**config.mk**
```make
export PLATFORM = sky130hd
export DESIGN_NAME = axi4_mmio_responder
export DESIGN_NICKNAME = d
export VERILOG_FILES = /design/src/rtl/axi4_mmio_responder.sv
export SDC_FILE = /design/constraint.sdc
export NUM_CORES = 2
export LEC_CHECK = 0
export CAP_MARGIN = 15
export CORE_MARGIN = 4
export CORE_UTILIZATION = 30
export DETAILED_ROUTE_END_ITERATION = 7
export MAX_ROUTING_LAYER = met4
export SLEW_MARGIN = 20
export SYNTH_ARGS = -nofsm -noshare
export SYNTH_HDL_FRONTEND = slang
export SYNTH_SLANG_ARGS = --single-unit
```
**constraint.sdc**
```tcl
create_clock -name clock -period 2.26 [get_ports clock]
set_clock_uncertainty 0.2 [all_clocks]
set_input_delay 0.452 -clock clock [delete_from_list [all_inputs] [get_ports clock]]
set_output_delay 0.452 -clock clock [all_outputs]
set_load 0.01 [all_outputs]
```
**src/rtl/axi4_mmio_responder.sv**
```systemverilog
// AXI4 slave exposing NUM_WORDS x 64-bit registers as INCR bursts with independent read/write FSMs.
// Optional MMIO_RESP_ERR_EN: out-of-window start addresses get SLVERR and never touch the array.
module axi4_mmio_responder #(
    parameter int                    ADDR_WIDTH = 30,
    parameter int                    ID_WIDTH   = 4,
    parameter int                    NUM_WORDS  = 16,
    parameter logic [ADDR_WIDTH-1:0] BASE_ADDR  = 30'h1000_0000
) (
    input  logic                  clock,
    input  logic                  reset,
    input  logic                  S_AXI_MMIO_AWVALID,
    output logic                  S_AXI_MMIO_AWREADY,
    input  logic [ID_WIDTH-1:0]   S_AXI_MMIO_AWID,
    input  logic [ADDR_WIDTH-1:0] S_AXI_MMIO_AWADDR,
    input  logic [7:0]            S_AXI_MMIO_AWLEN,
    input  logic                  S_AXI_MMIO_WVALID,
    output logic                  S_AXI_MMIO_WREADY,
    input  logic [63:0]           S_AXI_MMIO_WDATA,
    input  logic [7:0]            S_AXI_MMIO_WSTRB,
    input  logic                  S_AXI_MMIO_WLAST,
    output logic                  S_AXI_MMIO_BVALID,
    input  logic                  S_AXI_MMIO_BREADY,
    output logic [ID_WIDTH-1:0]   S_AXI_MMIO_BID,
    output logic [1:0]            S_AXI_MMIO_BRESP,
    input  logic                  S_AXI_MMIO_ARVALID,
    output logic                  S_AXI_MMIO_ARREADY,
    input  logic [ID_WIDTH-1:0]   S_AXI_MMIO_ARID,
    input  logic [ADDR_WIDTH-1:0] S_AXI_MMIO_ARADDR,
    input  logic [7:0]            S_AXI_MMIO_ARLEN,
    output logic                  S_AXI_MMIO_RVALID,
    input  logic                  S_AXI_MMIO_RREADY,
    output logic [ID_WIDTH-1:0]   S_AXI_MMIO_RID,
    output logic [63:0]           S_AXI_MMIO_RDATA,
    output logic [1:0]            S_AXI_MMIO_RRESP,
    output logic                  S_AXI_MMIO_RLAST
);

    localparam int               IDX_W   = $clog2(NUM_WORDS);
    localparam logic [IDX_W-1:0] IDX_ONE = {{(IDX_W-1){1'b0}}, 1'b1};

    typedef enum logic [1:0] {W_IDLE, W_DATA, W_RESP} w_state_t;
    typedef enum logic [0:0] {R_IDLE, R_DATA} r_state_t;

    logic [63:0]      mem [NUM_WORDS];
    w_state_t         w_state;
    logic [IDX_W-1:0] w_idx;
    logic [7:0]       w_len;
    logic [7:0]       w_cnt;
    logic             w_err;
    r_state_t         r_state;
    logic [IDX_W-1:0] r_idx;
    logic [7:0]       r_len;
    logic [7:0]       r_cnt;
    logic             r_err;

    logic aw_hs, w_hs, b_hs, ar_hs, r_hs;
    logic aw_bad, ar_bad;
    logic [IDX_W-1:0] aw_idx, ar_idx;
    logic unused_bits;

    // A transfer happens on a rising edge where VALID and READY are both high; VALID never waits for READY.
    assign aw_hs  = S_AXI_MMIO_AWVALID && S_AXI_MMIO_AWREADY;
    assign w_hs   = S_AXI_MMIO_WVALID  && S_AXI_MMIO_WREADY;
    assign b_hs   = S_AXI_MMIO_BVALID  && S_AXI_MMIO_BREADY;
    assign ar_hs  = S_AXI_MMIO_ARVALID && S_AXI_MMIO_ARREADY;
    assign r_hs   = S_AXI_MMIO_RVALID  && S_AXI_MMIO_RREADY;
    assign aw_idx = S_AXI_MMIO_AWADDR[IDX_W+2:3];
    assign ar_idx = S_AXI_MMIO_ARADDR[IDX_W+2:3];
    assign unused_bits = ^{S_AXI_MMIO_WLAST, S_AXI_MMIO_AWADDR, S_AXI_MMIO_ARADDR};

`ifdef MMIO_RESP_ERR_EN
    localparam logic [ADDR_WIDTH:0] WIN_END = {1'b0, BASE_ADDR} + (ADDR_WIDTH+1)'(NUM_WORDS * 8);

    function automatic logic out_of_window(input logic [ADDR_WIDTH-1:0] a);
        return ({1'b0, a} < {1'b0, BASE_ADDR}) || ({1'b0, a} >= WIN_END);
    endfunction

    assign aw_bad = out_of_window(S_AXI_MMIO_AWADDR);
    assign ar_bad = out_of_window(S_AXI_MMIO_ARADDR);
`else
    assign aw_bad = 1'b0;
    assign ar_bad = 1'b0;
`endif

    // Write side: also owns the storage array, so reset clears it here.
    always_ff @(posedge clock) begin
        if (reset) begin
            w_state            <= W_IDLE;
            S_AXI_MMIO_AWREADY <= 1'b0;
            S_AXI_MMIO_WREADY  <= 1'b0;
            S_AXI_MMIO_BVALID  <= 1'b0;
            S_AXI_MMIO_BID     <= '0;
            S_AXI_MMIO_BRESP   <= 2'b00;
            w_idx              <= '0;
            w_len              <= 8'd0;
            w_cnt              <= 8'd0;
            w_err              <= 1'b0;
            for (int i = 0; i < NUM_WORDS; i++) mem[i] <= '0;
        end else begin
            case (w_state)
                W_IDLE: begin
                    S_AXI_MMIO_AWREADY <= 1'b1;
                    if (aw_hs) begin
                        S_AXI_MMIO_AWREADY <= 1'b0;
                        S_AXI_MMIO_WREADY  <= 1'b1;
                        S_AXI_MMIO_BID     <= S_AXI_MMIO_AWID;
                        w_idx              <= aw_idx;
                        w_len              <= S_AXI_MMIO_AWLEN;
                        w_cnt              <= 8'd0;
                        w_err              <= aw_bad;
                        w_state            <= W_DATA;
                    end
                end
                W_DATA: begin
                    if (w_hs) begin
                        if (!w_err) begin
                            for (int b = 0; b < 8; b++) begin
                                if (S_AXI_MMIO_WSTRB[b]) mem[w_idx][8*b +: 8] <= S_AXI_MMIO_WDATA[8*b +: 8];
                            end
                        end
                        w_idx <= w_idx + IDX_ONE;
                        w_cnt <= w_cnt + 8'd1;
                        // The beat count, not WLAST, closes the burst.
                        if (w_cnt == w_len) begin
                            S_AXI_MMIO_WREADY <= 1'b0;
                            S_AXI_MMIO_BVALID <= 1'b1;
                            S_AXI_MMIO_BRESP  <= w_err ? 2'b10 : 2'b00;
                            w_state           <= W_RESP;
                        end
                    end
                end
                W_RESP: begin
                    if (b_hs) begin
                        S_AXI_MMIO_BVALID  <= 1'b0;
                        S_AXI_MMIO_AWREADY <= 1'b1;
                        w_state            <= W_IDLE;
                    end
                end
                default: w_state <= W_IDLE;
            endcase
        end
    end

    // Read side: RDATA is a register loaded from the array, so a write landing on the same edge is not seen.
    always_ff @(posedge clock) begin
        if (reset) begin
            r_state            <= R_IDLE;
            S_AXI_MMIO_ARREADY <= 1'b0;
            S_AXI_MMIO_RVALID  <= 1'b0;
            S_AXI_MMIO_RID     <= '0;
            S_AXI_MMIO_RDATA   <= 64'd0;
            S_AXI_MMIO_RRESP   <= 2'b00;
            S_AXI_MMIO_RLAST   <= 1'b0;
            r_idx              <= '0;
            r_len              <= 8'd0;
            r_cnt              <= 8'd0;
            r_err              <= 1'b0;
        end else begin
            case (r_state)
                R_IDLE: begin
                    S_AXI_MMIO_ARREADY <= 1'b1;
                    if (ar_hs) begin
                        S_AXI_MMIO_ARREADY <= 1'b0;
                        S_AXI_MMIO_RVALID  <= 1'b1;
                        S_AXI_MMIO_RID     <= S_AXI_MMIO_ARID;
                        S_AXI_MMIO_RDATA   <= ar_bad ? 64'd0 : mem[ar_idx];
                        S_AXI_MMIO_RRESP   <= ar_bad ? 2'b10 : 2'b00;
                        S_AXI_MMIO_RLAST   <= (S_AXI_MMIO_ARLEN == 8'd0);
                        r_idx              <= ar_idx + IDX_ONE;
                        r_len              <= S_AXI_MMIO_ARLEN;
                        r_cnt              <= 8'd0;
                        r_err              <= ar_bad;
                        r_state            <= R_DATA;
                    end
                end
                R_DATA: begin
                    if (r_hs) begin
                        if (S_AXI_MMIO_RLAST) begin
                            S_AXI_MMIO_RVALID  <= 1'b0;
                            S_AXI_MMIO_RLAST   <= 1'b0;
                            S_AXI_MMIO_ARREADY <= 1'b1;
                            r_state            <= R_IDLE;
                        end else begin
                            S_AXI_MMIO_RDATA <= r_err ? 64'd0 : mem[r_idx];
                            S_AXI_MMIO_RLAST <= ((r_cnt + 8'd1) == r_len);
                            r_idx            <= r_idx + IDX_ONE;
                            r_cnt            <= r_cnt + 8'd1;
                        end
                    end
                end
                default: r_state <= R_IDLE;
            endcase
        end
    end

endmodule

```
Word level (Yosys, flattened, before mapping)
Memory sizes are Yosys's and may differ from the RTL's. A register that Yosys moved wholly into a read port is not among the register bits.
Index checks and enable logic that the tools add are counted.
Operators by class
  multiplexer cells: 97
  add/subtract/negate cells: 5
  equality and inequality tests: 12
  bitwise operators: 1
  reduce and logical (&&, ||, !) cells: 22
Operators by type and width (number)
  $mux 64: 4
  $pmux 64 s2: 1
  $reduce_or 64->1: 1
  $mux 1: 62
  $mux 8: 6
  $mux 4: 8
  $pmux 8 s2: 2
  $add 8x1->8 const B: 2
  $eq 8x8->1: 2
  $pmux 4 s2: 2
  $ne 2x2->1 const B: 7
  $pmux 1 s2: 7
  $add 4x1->4 const B: 3
  $reduce_and 4->1: 3
  $reduce_and 2->1: 5
  $reduce_and 3->1: 3
  $logic_not 8->1: 1
  $mux 2: 4
  $pmux 2 s3: 1
  $reduce_bool 2->1: 3
  $logic_and 1x1->1: 5
  $eq 2x1->1 const B: 1
  $eq 2x2->1 const B: 1
  $logic_not 2->1: 1
  other kinds (2): 2
Storage, ports and cells
  memory bits (writable): 1024
  memories kept: 1
  input port bits: 164
  output and inout bits: 82
  bits in registers: 121
Memory list
  mem: words 16, bits a word 64, read ports 2, clocked after memory_dff 1, write ports 16, line 44  | logic [63:0] mem [NUM_WORDS];

Depth between registers and ports, before layout
  word-level depth: 7
  mapped depth: 9
  gate-level depth less buffers: 6

Least setup slack after synthesis
No wires, ideal clock.
  path kind: in2reg
  start: input S_AXI_MMIO_ARADDR[3]
  end: register S_AXI_MMIO_RDATA[16]
  setup time: 0.134 ns
  setup slack: -0.002 ns
  path buffers: 3
  arrival time: 1.928 ns
  stages on the path: 7
  cells stage by stage: buf_4 buf_6 buf_2 mux4_2 a22oi_1 o21a_1 o22ai_1
On the way
  longest elaborated chain between the ends: 3
Ends and longest elaborated chain
  start: declaration: line 28  | input logic [ADDR_WIDTH-1:0] S_AXI_MMIO_ARADDR,
  $mem_v2 16x64
  $mux 64: line 162  | if (ar_hs) begin
  $pmux 64 s2: line 159  | case (r_state)
  end signal: assignment: line 166  | S_AXI_MMIO_RDATA <= ar_bad ? 64'd0 : mem[ar_idx];
  end signal: assignment: line 184  | S_AXI_MMIO_RDATA <= r_err ? 64'd0 : mem[r_idx];
  end: declaration: line 33  | output logic [63:0] S_AXI_MMIO_RDATA,
No other way between the ends. The select of a mux whose other input is x is not followed.
A chain may end at the register's enable or synchronous reset.

==> summary by stage <==
Place
The routability congestion estimate is 0.926. The placement-stage cell area is 0.0698 mm2. The placed wire-length estimate after detailed placement is 157 mm. The count of port buffers added during placement is ~190.

Timing analysis after detailed placement gives a worst setup slack of -635 ps.

Clocking
At the later pin of the worst-skew pair, clock insertion delay measures 770 ps. The TritonCTS clock tree is done. The clock passes through at most 3 buffers.

The H-tree generated during clock tree synthesis spans 3 levels. The total CTS buffers is around 120. The clock net sink count is roughly 1,100. The register clock-pin slew on the reported worst setup and hold paths is roughly 70 ps.

The root buffer cell is sky130_fd_sc_hd__clkbuf_16.

Timing
The transition time at the pin with the least slew margin is 877 ps. The post-route fraction of the period consumed by the critical path is 1.05. The post-layout worst setup margin is -106 ps. The count of final max-slew check failures is 0.

The timing-limited maximum frequency is 423 MHz. The smallest clock period supported by the final layout is computed as roughly 2400 ps. The number of endpoints failing setup at the final stage is 32. The remaining max-slew budget at the tightest pin is 0.412.

The number of hold violations in the final report is 0. The final worst hold slack is ~53 ps. Summed over all failing endpoints, the final setup total negative slack is -1590 ps.

Setup repair after global routing could not meet its margin everywhere.

Route
Dividing the detail-routed via count by the number of cells gives 5.45. In the routed design, unresolved DRC markers number 0. The wire length after detailed routing is 222 mm. The starting DRC count in detailed routing is 4,926. After detailed routing, the average wire length per cell comes to 27.8 um.

The total iterations of the first detailed-routing run is 5. The count of antenna-violating nets left after detailed routing is 0. The via count is 43,500.

Global routing
The first global-routing pass estimated 312 mm of wire. Entering global routing, the biggest net connects 68 pins. The global-route total usage across every layer is 0.210.

The initial antenna violation count came to 30. The number of global-route vias before repair is 42,800. The total grt overflow is 0.

Synth
The number of warnings printed during yosys synthesis is 0. Yosys instantiated no cell more often than sky130_fd_sc_hd__and2_1. The post-synthesis async set-or-reset flop share is 0. Of the post-synthesis cell area, the dominant cell type holds 0.507. In the synthesized netlist the dominant register cell turns out to be sky130_fd_sc_hd__edfxtp_1. The post-synthesis instance area is 0.0607 mm2. Yosys attributes the largest share of cell area to sky130_fd_sc_hd__edfxtp_1 (51%), sky130_fd_sc_hd__and2_1 (11%), sky130_fd_sc_hd__mux4_2 (9.6%). The synthesis-stage register bit count is 1,149. The number of instances in the synthesized netlist is 4,573. In this run, synthesis inferred just over 1,000 flip-flops with an integrated enable. The sequential area share after synthesis is 0.548.

In the synthesized netlist, the cells that appear most often are sky130_fd_sc_hd__and2_1 (1,027), sky130_fd_sc_hd__edfxtp_1 (1,024), sky130_fd_sc_hd__mux2i_1 (508). After synthesis, the netlist uses just over 60 different library cells. The mean instance size in the synthesized netlist is ~13 um2. The cell type with the largest total area after synthesis is sky130_fd_sc_hd__edfxtp_1.

Critical path
The endpoint arrival time on the critical path is about 2800 ps. The critical path required time is 2700 ps. The signal on the critical path passes through buf_12 > buf_12 > buf_16 > bufbuf_16 > mux4_2 > a22o_1 > nand2_1 > a31oi_1. The slowest stage of the critical path is the sky130_fd_sc_hd__mux4_2 cell. The number of buffer and inverter instances along the worst setup path is 4. The library cell appearing most often on the critical path is sky130_fd_sc_hd__buf_12. For this run, the slowest stage of the critical path takes roughly 510 ps. Of all nets on the critical path, the largest fanout is 12.

The worst setup path is launched from a register. The kind of end point of the critical path is a register. Broken down by cell family, the worst path's largest delay share belongs to buffers and inverters.

The critical path in this run is classified as reg -> reg.

Floorplanning
The number of standard-cell rows in the floorplan is 164. The horizontal extent of the die is 458 um. The die covers 0.210 mm2. The die boundary height is 458 um. For this design the top-level I/O count stands at approximately 250. After floorplanning, the core was sized to cover 0.200 mm2. The effective utilization at floorplan is 0.303.

Power
In this run the static leakage power is 27.9 nW. The power density over the cells is between 600 and 700 mW/mm2. VDD sags by at most 0.000724 V.

Hold path
The type of the most critical hold path is in -> reg.

Outcome
The final reports fail on negative setup slack. The run finished, with violations left.

Layout
Once layout is complete, the utilization of the core stands at 0.379. The finished layout cell area is ~0.076 mm2. The layout overhead on the synthesized area is 25.1%. The fraction of layout instances using a drive strength above 1 is 0.290. For this run, the post-layout net count is 5,372.

Job
The tool flagged a number of max-cap violations equal to 0.
metrics by stage:
step	power, W	instances
5_1_grt	0.0533	7977
3_5_place_dp	0.0312	7663
4_1_cts	0.0518	7922
3_3_place_gp	0.0311	7663
6_report	0.0519	7982
2_1_floorplan	0.0279	4576
area by class of cell:
class                      count  area (um2)
clock buffer                 128        3010
clock inverter                91        1010
timing repair buffer         845        8640
antenna                       26        65.1
sequential                  1149       33300
inverter                       8        30.0
fill                       18800      125000
multi-input combinational   3079       26500
tap                         2656        3320
worst paths after layout:
check	startpoint	end	slack, ps	cells past startpoint
worst min-delay path	S_AXI_MMIO_AWID[1]	S_AXI_MMIO_BID[1]	50	3
worst max register to register	register	S_AXI_MMIO_RDATA[9]	-110	8
worst min register to register	S_AXI_MMIO_RID[1]	S_AXI_MMIO_RID[1]	250	2
worst max-delay path	register	S_AXI_MMIO_RDATA[9]	-110	8
sequential cells by signal, indices dropped and copies added, names as in the netlist, 2 cells and up, named ones only:
signal	count
w_idx	4
S_AXI_MMIO_RDATA	64
w_state	2
w_len	8
w_cnt	8
S_AXI_MMIO_RID	4
r_idx	4
r_len	8
mem	1024
S_AXI_MMIO_BID	4
r_cnt	8
cell usage in the layout (no fill, tap or decap), drive strengths merged, types with 17 or more instances in the layout:
cell,n
and2,1027
edfxtp,1024
buf,643
mux2i,508
mux4,260
nor2,186
a22oi,184
nand2,156
clkbuf,137
or2,128
dfxtp,125
clkdlybuf4s50,105
a21oi,81
a221oi,79
a31oi,78
dlygate4sd2,69
o21ai,56
clkinv,49
mux2,40
a22o,37
nand3,28
a32o,28
diode,26
nor3,24
xor2,19
bufinv,17
clkinvlp,17
cell families (layout without fill, tap and decap cells):
group,count (synthesis),after routing,share of synthesized area
flip-flops,1149,1149,0.548
buffers and inverters,348,1072,0.0294
adder cells (fa/ha/maj),7,7,0.00144
multiplexers,808,808,0.188
other,1,30,0.0000618
AND/OR/NAND/NOR,1596,1596,0.153
XOR/XNOR,24,24,0.00346
AO/OA/AOI/OAI,640,640,0.0772
worst min-delay path, stage by stage:
cell	delay, ps
sky130_fd_sc_hd__clkdlybuf4s50_1	410
sky130_fd_sc_hd__nand2_1	60
sky130_fd_sc_hd__a21oi_1	50
report_power, final:
group	leakage (nW)	switching (W)	internal (W)
Combinational	14.4	0.00377	0.00306
Clock	1.93	0.00894	0.0116
Sequential	11.6	0.000698	0.0238
Total	27.9	0.0134	0.0385
layer usage:
metal | share of wire | global-route usage | wire length (um) | vias up
met5 | 0 | - | 0 | -
met4 | 0.054 | 0.106 | 12000 | 0
met3 | 0.084 | 0.0339 | 18600 | 521
met2 | 0.47 | 0.328 | 104000 | 2230
met1 | 0.39 | 0.266 | 87500 | 22100
li1 | - | - | - | 18700
timing repair:
action | CTS | global route
cloned | 11 | 7
pin swaps | 48 | 91
resized for setup | 209 | 184
setup buffers | 19 | 29
hold endpoints to repair | 10 | 0
setup endpoints to repair | 108 | 661
hold buffers | 10 | 0
No activity file was read; power rests on OpenSTA's default activity.
